===== src/rtl/param_fifo.sv =====
// Parametrised synchronous FIFO with fill count, threshold flags, sticky error flags,
// synchronous clear and a selectable registered or show-ahead read port.
module param_fifo #(
    parameter int DATA_WIDTH = 8,
    parameter int DEPTH      = 8,
    parameter int SHOW_AHEAD = 0,
    parameter int AF_THRESH  = DEPTH - 1,
    parameter int AE_THRESH  = 1
) (
    input  logic                       clk,
    input  logic                       rst_n,
    input  logic                       clr,
    input  logic                       wren,
    input  logic [DATA_WIDTH-1:0]      i_data,
    input  logic                       rden,
    output logic [DATA_WIDTH-1:0]      o_data,
    output logic                       o_valid,
    output logic [$clog2(DEPTH):0]     count,
    output logic                       full,
    output logic                       empty,
    output logic                       almost_full,
    output logic                       almost_empty,
    output logic                       overflow,
    output logic                       underflow
);

    localparam int AW = $clog2(DEPTH);
    localparam int CW = AW + 1;
    localparam logic [CW-1:0] DEPTH_C = CW'(DEPTH);
    localparam logic [CW-1:0] AF_C    = CW'(AF_THRESH);
    localparam logic [CW-1:0] AE_C    = CW'(AE_THRESH);

    logic [DATA_WIDTH-1:0] mem [DEPTH];
    logic [AW-1:0]         wr_ptr_reg;
    logic [AW-1:0]         rd_ptr_reg;
    logic [CW-1:0]         count_reg;
    logic [CW-1:0]         count_next;
    logic                  overflow_reg;
    logic                  underflow_reg;
    logic                  wr_acc;
    logic                  rd_acc;

    // Flags decode from the count register alone, so they follow the accepting edge.
    assign full         = (count_reg == DEPTH_C);
    assign empty        = (count_reg == '0);
    assign almost_full  = (count_reg >= AF_C);
    assign almost_empty = (count_reg <= AE_C);
    assign count        = count_reg;
    assign overflow     = overflow_reg;
    assign underflow    = underflow_reg;

    assign wr_acc = wren && !full;
    assign rd_acc = rden && !empty;

    always_comb begin
        count_next = count_reg;
        case ({wr_acc, rd_acc})
            2'b10:   count_next = count_reg + CW'(1);
            2'b01:   count_next = count_reg - CW'(1);
            default: count_next = count_reg;
        endcase
    end

    always_ff @(posedge clk or negedge rst_n) begin
        if (!rst_n) begin
            wr_ptr_reg    <= '0;
            rd_ptr_reg    <= '0;
            count_reg     <= '0;
            overflow_reg  <= 1'b0;
            underflow_reg <= 1'b0;
        end else if (clr) begin
            wr_ptr_reg    <= '0;
            rd_ptr_reg    <= '0;
            count_reg     <= '0;
            overflow_reg  <= 1'b0;
            underflow_reg <= 1'b0;
        end else begin
            if (wr_acc) wr_ptr_reg <= wr_ptr_reg + AW'(1);
            if (rd_acc) rd_ptr_reg <= rd_ptr_reg + AW'(1);
            count_reg <= count_next;
            if (wren && full)  overflow_reg  <= 1'b1;
            if (rden && empty) underflow_reg <= 1'b1;
        end
    end

    // Storage is deliberately left out of reset so it maps onto RAM resources.
    always_ff @(posedge clk) begin
        if (wr_acc && !clr) mem[wr_ptr_reg] <= i_data;
    end

    generate
        if (SHOW_AHEAD != 0) begin : g_show_ahead
            assign o_data  = mem[rd_ptr_reg];
            assign o_valid = !empty;
        end else begin : g_normal
            logic [DATA_WIDTH-1:0] o_data_reg;
            logic                  o_valid_reg;

            always_ff @(posedge clk or negedge rst_n) begin
                if (!rst_n) begin
                    o_data_reg  <= '0;
                    o_valid_reg <= 1'b0;
                end else if (clr) begin
                    o_data_reg  <= '0;
                    o_valid_reg <= 1'b0;
                end else begin
                    o_valid_reg <= rd_acc;
                    if (rd_acc) o_data_reg <= mem[rd_ptr_reg];
                end
            end

            assign o_data  = o_data_reg;
            assign o_valid = o_valid_reg;
        end
    endgenerate

endmodule


===== config.mk =====
export PLATFORM = sky130hd
export DESIGN_NAME = param_fifo
export DESIGN_NICKNAME = d
export VERILOG_FILES = /design/src/rtl/param_fifo.sv
export SDC_FILE = /design/constraint.sdc
export NUM_CORES = 1
export LEC_CHECK = 0
export ABC_AREA = 1
export ABC_CLOCK_PERIOD_IN_PS = 2600
export CORE_MARGIN = 5
export CORE_UTILIZATION = 57
export CTS_CLUSTER_SIZE = 10
export DETAILED_ROUTE_END_ITERATION = 6
export GPL_ROUTABILITY_DRIVEN = 1
export PLACE_DENSITY_LB_ADDON = 0.1
export SYNTH_ARGS = -nofsm -noshare
export SYNTH_HDL_FRONTEND = slang
export SYNTH_SLANG_ARGS = --single-unit

===== constraint.sdc =====
create_clock -name clk -period 2.6 [get_ports clk]
set_input_delay 0.52 -clock clk [delete_from_list [all_inputs] [get_ports clk]]
set_output_delay 0.52 -clock clk [all_outputs]
set_load 0.05 [all_outputs]

=== Word-level counts from Yosys, hierarchy flattened ===
Memories as Yosys holds them, arrays and structs flattened.
Index checks and enable logic that the tools add are counted.

* Bits in registers: 21
* Bits in writable memories: 64
* Input bits: 13
* Output and inout bits: 19
* Word-level logic and storage cells: 46
* Memories kept: 1

* Add/subtract/negate cells: 4
* Magnitude comparators: 2
* Equal/unequal tests: 3
* Muxes and demuxes: 15
* Reductions and logical operators: 14

{| class="wikitable"
|+ Memories
! memory !! depth !! width !! read ports !! clocked after Yosys merged registers in !! wr ports !! RTL line !! text
|-
| mem || 8 || 8 || 1 || 0 || 1 || 33 || <nowiki>logic [DATA_WIDTH-1:0] mem [DEPTH];</nowiki>
|}

{| class="wikitable"
|+ Operator list
! kind !! count
|-
| $mux 8 || 2
|-
| $mux 3 || 4
|-
| $pmux 4 s2 || 1
|-
| $reduce_bool 2->1 || 4
|-
| $mux 1 || 7
|-
| $add 3x1->3 const B || 2
|-
| $logic_and 1x1->1 || 5
|-
| $add 4x1->4 const B || 1
|-
| $eq 4x4->1 const B || 1
|-
| $ge 4x3->1 const B || 1
|-
| $le 4x1->1 const B || 1
|-
| $logic_not 4->1 || 1
|-
| $mux 4 || 1
|-
| $sub 4x1->4 const B || 1
|-
| $logic_not 1->1 || 3
|-
| $reduce_bool 3->1 || 1
|-
| $eq 2x1->1 const B || 1
|-
| $eq 2x2->1 const B || 1
|}

=== Depth between registers and ports, before layout ===
* Word-level depth: 6
* Gate-level depth with buffers: 11
* Mapped depth without buffers: 11

=== Worst setup path before layout ===
Ideal clock, no wire load.

* Kind: register to register
* Start point: register count_reg[0] (netlist: count[0])
* End point: memory mem[5][0] (enable)
* Library setup time: 370 ps
* Arrival time: 2074 ps
* Data required time: 2230 ps
* Setup slack: 156 ps
* Stages on the path, launching flop included: 8
* Path buffers: 0
* Period minus slack after synthesis: 2444 ps
* Cells stage by stage: dfrtp_1 inv_1 ha_1 nand2_4 o21ai_4 nor2_1 nand2_1 nor2_1

* Longest elaborated chain between the ends: 6

{| class="wikitable"
|+ Ends and longest elaborated chain
! element !! RTL line !! text
|-
| start, declared || 36 || <nowiki>logic [CW-1:0] count_reg;</nowiki>
|-
| start signal, assigned || 80 || <nowiki>count_reg <= count_next;</nowiki>
|-
| $eq 4x4->1 || 44 || <nowiki>assign full = (count_reg == DEPTH_C);</nowiki>
|-
| $logic_not 1->1 || 52 || <nowiki>assign wr_acc = wren && !full;</nowiki>
|-
| $logic_and 1x1->1 || 52 ||
|-
| $logic_and 1x1->1 || 88 || <nowiki>if (wr_acc && !clr) mem[wr_ptr_reg] <= i_data;</nowiki>
|-
| $mux 1 || 88 ||
|-
| $mux 1 (implied by the code) || 88 ||
|-
| end, declared || 33 ||
|}

No other way between the ends.

=== Final worst setup path ===
* Start point: register count_reg[0] (netlist: count[0])
* End point: output almost_full

* Longest elaborated chain between the ends: 1

{| class="wikitable"
|+ Ends and longest elaborated chain
! element !! RTL line !! text
|-
| $ge 4x3->1 || 46 || <nowiki>assign almost_full = (count_reg >= AF_C);</nowiki>
|-
| end, declared || 21 || <nowiki>output logic almost_full,</nowiki>
|}

No other way between the ends.

==> flow_metrics.py <==
metrics = {
    "synth": {
        "synthSimpleGateAreaFrac_pct": 18.33,
        "synth.most_common_cell": "sky130_fd_sc_hd__nor2_1",
        "synth_largest_area_cell": "sky130_fd_sc_hd__edfxtp_1",
        "synth_ff_type": "sky130_fd_sc_hd__edfxtp_1",
        "synth_enable_flop_cells": 64,
        "synth_area_in_compound_gates_pct": 9.215,
        "synth_commonest_cells": "sky130_fd_sc_hd__nor2_1 (67), sky130_fd_sc_hd__edfxtp_1 (64), sky130_fd_sc_hd__nand2_1 (50)",
        "post_synthesis_net_count": 349,
        "postSynthAreaPerCell_um2": 11.08,
        "netlist_instances": 331,
        "yosys.area_share.xor_xnor_pct": 0.4778,
        "synth_fa_ha_area_share_pct": 1.706,
        "synth.yosys.seq_area_share_pct": 66.76,
        "synth_top_family_by_area": "simple AND/OR/NAND/NOR gates",
        "synth_mux_area_share_pct": 0,
        "synth-warning-count": 0,
        "yosys_register_bits": 85,
        "yosys.area.top_type_share_pct": 52.42,
        "synth_top_cells_by_area": "sky130_fd_sc_hd__edfxtp_1 (52%), sky130_fd_sc_hd__dfrtp_1 (14%), sky130_fd_sc_hd__nor2_1 (6.9%)",
        "syn-cell-area_um2": 3666,
        "ys_async_sr_fraction_pct": 24.71,
        "synth.distinct_cells": 26,
    },
    "power": {
        "vdd_ir_drop_max_mv": 0.8242,
        "p_leak_nw": 1.689,
        "pwr_density_cell_nw_per_um2": 917.2,
    },
    "timing": {
        "finalWorstPathRequiredPeriod_ps": 2455,
        "final_hold_viol_count": 0,
        "report.final.setup_viol": 0,
        "rsz0062_at_grt": "false",
        "whs_ps": 486.3,
        "timing.final.crit_share_pct": 94.41,
        "timing.setup.tns_ps": 0,
        "max_slew_margin_pct": 66.75,
        "timing_max_transition_violations_final": 0,
        "maxClockFrequency_ghz": 0.4074,
        "worst-slew-pin-transition_ps": 497.2,
        "fin_skew_ps": 6.673,
    },
    "critical_path": {
        "critical_path.max_fanout": 7,
        "ff2ff_path_depth": 8,
        "worst_r2r_src": "count[0]",
        "timing.critical_path.cells": "ha_1, nand2_1, nand2_1, clkdlybuf4s50_1",
        "crit_arrival_ps": 1930,
        "critPathLaunchType": "register",
        "cpMaxStageDelayCell": "sky130_fd_sc_hd__clkdlybuf4s50_1",
        "ff2ff_setup_slack_ps": 450,
        "setup.worst_path.end": "almost_full",
        "timing.setup.critical_path_class": "reg2out",
        "cpMostUsedCell": "sky130_fd_sc_hd__nand2_1",
        "critPathRequiredTime_ps": 2080,
        "critical_path.reg2reg.endpoint": "mem[1][4]",
        "max_stage_delay_ps": 790,
        "cp-end-kind": "output pin",
        "critPathLaunch": "count[0]",
    },
    "worst_hold_path": {
        "hold_path_cell_cnt": 2,
        "min-delay-path-class": "reg2reg",
    },
    "global_routing": {
        "busiest_layer": "met2",
        "antenna_found_initial": 0,
        "overflow": 0,
        "grt_first_pass_wirelength_mm": 12.25,
        "vias_in_the_first_global_route": 2419,
        "gr-usage-all-layers_pct": 19.75,
        "grt_util_met1_pct": 25.90,
        "met3_usage_pct": 3.422,
        "grt_util_met2_pct": 31.83,
        "grt_max_degree": 35,
    },
    "place": {
        "finalWeightedCongestion": 0.8932,
        "numPortBuffers": 31,
        "place.detailed.hpwl_mm": 5.380,
    },
    "final_layout": {
        "diodes": 0,
        "largest_reg_flops": 64,
        "layout.core_utilization_pct": 68.61,
        "n_fill_cell": 491,
        "layout-area-overhead-vs-synth_pct": 18.16,
        "final_nets": 393,
        "drive_gt1_share_pct": 12.89,
    },
    "clocking": {
        "insertion_delay_ps": 350,
        "clock-sinks": 85,
        "cts_htree_levels": 3,
        "cts_setup_buffers": 0,
        "cts_made_buffers": 9,
        "path_clk_slew_ps": 80,
        "cts_tree": "done",
        "cts.repair.resized": 0,
        "cts-root-buf": "sky130_fd_sc_hd__clkbuf_8",
        "cts-root-to-sink-buffers": 2,
        "cts.hold.buffers_added": 0,
    },
    "run": {
        "maxCapViolCount": 0,
    },
    "floorplan": {
        "rows": 29,
        "ioPinCount": 32,
        "core_um2": 6314,
        "floorplan.die.width_um": 90.20,
        "start_util_pct": 58.07,
        "overall_die_area_um2": 8135,
        "dieHeight_um": 90.20,
    },
    "route": {
        "drt_iter0_markers": 239,
        "detail_route.vias_per_cell": 5.462,
        "detailroute.via_count": 2496,
        "detail_route.first_pass.iterations": 4,
        "wire_per_inst_um": 16.84,
        "drc": 0,
        "totalWireLength_mm": 7.694,
        "drtAntennaViolNets": 0,
    },
    "run_status": {
        "run_status": "finished, final reports clean",
    },
}
-- layout by cell type (no fill, tap or decap), types with 3 or more instances in the layout --
| cell | Yosys | routed |
|---|---|---|
| sky130_fd_sc_hd__a21oi_1 | 4 | 4 |
| sky130_fd_sc_hd__buf_4 | 0 | 16 |
| sky130_fd_sc_hd__clkbuf_8 | 0 | 9 |
| sky130_fd_sc_hd__clkdlybuf4s50_1 | 0 | 28 |
| sky130_fd_sc_hd__clkinv_1 | 2 | 4 |
| sky130_fd_sc_hd__dfrtp_1 | 21 | 21 |
| sky130_fd_sc_hd__edfxtp_1 | 64 | 64 |
| sky130_fd_sc_hd__ha_1 | 5 | 5 |
| sky130_fd_sc_hd__inv_1 | 14 | 14 |
| sky130_fd_sc_hd__nand2_1 | 50 | 50 |
| sky130_fd_sc_hd__nand2_2 | 5 | 5 |
| sky130_fd_sc_hd__nand2_4 | 3 | 3 |
| sky130_fd_sc_hd__nand3_1 | 24 | 24 |
| sky130_fd_sc_hd__nor2_1 | 67 | 67 |
| sky130_fd_sc_hd__nor2_2 | 3 | 3 |
| sky130_fd_sc_hd__o211ai_1 | 8 | 8 |
| sky130_fd_sc_hd__o21ai_0 | 30 | 30 |
| sky130_fd_sc_hd__o21ai_1 | 7 | 7 |
-- stage by stage --
stage	cells	setup WS, ps	area, um^2	power (mW)
after floorplan	331	156.0	3666	2.617
after global placement	441	397.6	4118	2.996
after detailed placement	441	380.1	4118	3.015
after CTS	457	124.5	4332	3.997
after global routing	457	83.51	4332	4.180
final	457	145.3	4332	3.973
-- per-layer routing --
| metal | part of all wire (%) | routed length [um] | up-vias |
|---|---|---|---|
| met2 | 48 | 3730 | 81 |
| met5 | 0 | 0 | - |
| met3 | 6.5 | 500 | 20 |
| met4 | 2.9 | 224 | 0 |
| met1 | 42 | 3239 | 1175 |
| li1 | - | - | 1220 |
-- cell type report --
cell class | count | area [um^2] | area share (%)
inverter | 17 | 63.81 | 1.473
multi-input combinational | 217 | 1090 | 25.16
timing repair buffer | 45 | 420.4 | 9.705
sequential | 85 | 2447 | 56.50
clock buffer | 9 | 123.9 | 2.860
tap | 77 | 96.34 | 2.224
clock inverter | 7 | 90.09 | 2.080
-- power breakdown --
group	internal, mW	switching (mW)	leakage [nW]
logic	0.427	0.931	0.718
registers	1.56	0.0648	0.863
clock network	0.536	0.458	0.108
total	2.52	1.45	1.69
-- kinds of logic after synthesis --
| group | count (synthesis) |
|---|---|
| xor gates and xnor gates | 2 |
| DFF | 85 |
| AOI/OAI and AO/OA | 55 |
| adders and majority gates | 5 |
| and+or+nand+nor | 155 |
| buffers and inverters | 29 |
-- worst min path at each step --
stage | endpoint | startpoint | slack (ps)
finish | o_data[2] | o_data[2] | 490
global route | o_data[1] | o_data[1] | 520
CTS | o_data[2] | o_data[2] | 490
detailed placement | o_data[2] | o_data[2] | 470
global placement | o_data[0] | o_data[0] | 460
floorplan | count[0] | rst_n | 220
-- worst max-delay path: cells and delay by family (launching register included) --
kind | cells | cell delay, ps
adder cells (fa/ha/maj) | 1 | 220
buffers and inverters | 1 | 790
flip-flops | 1 | 460
AND/OR/NAND/NOR | 2 | 110
Note: power is estimated with default switching activity, not from simulation.
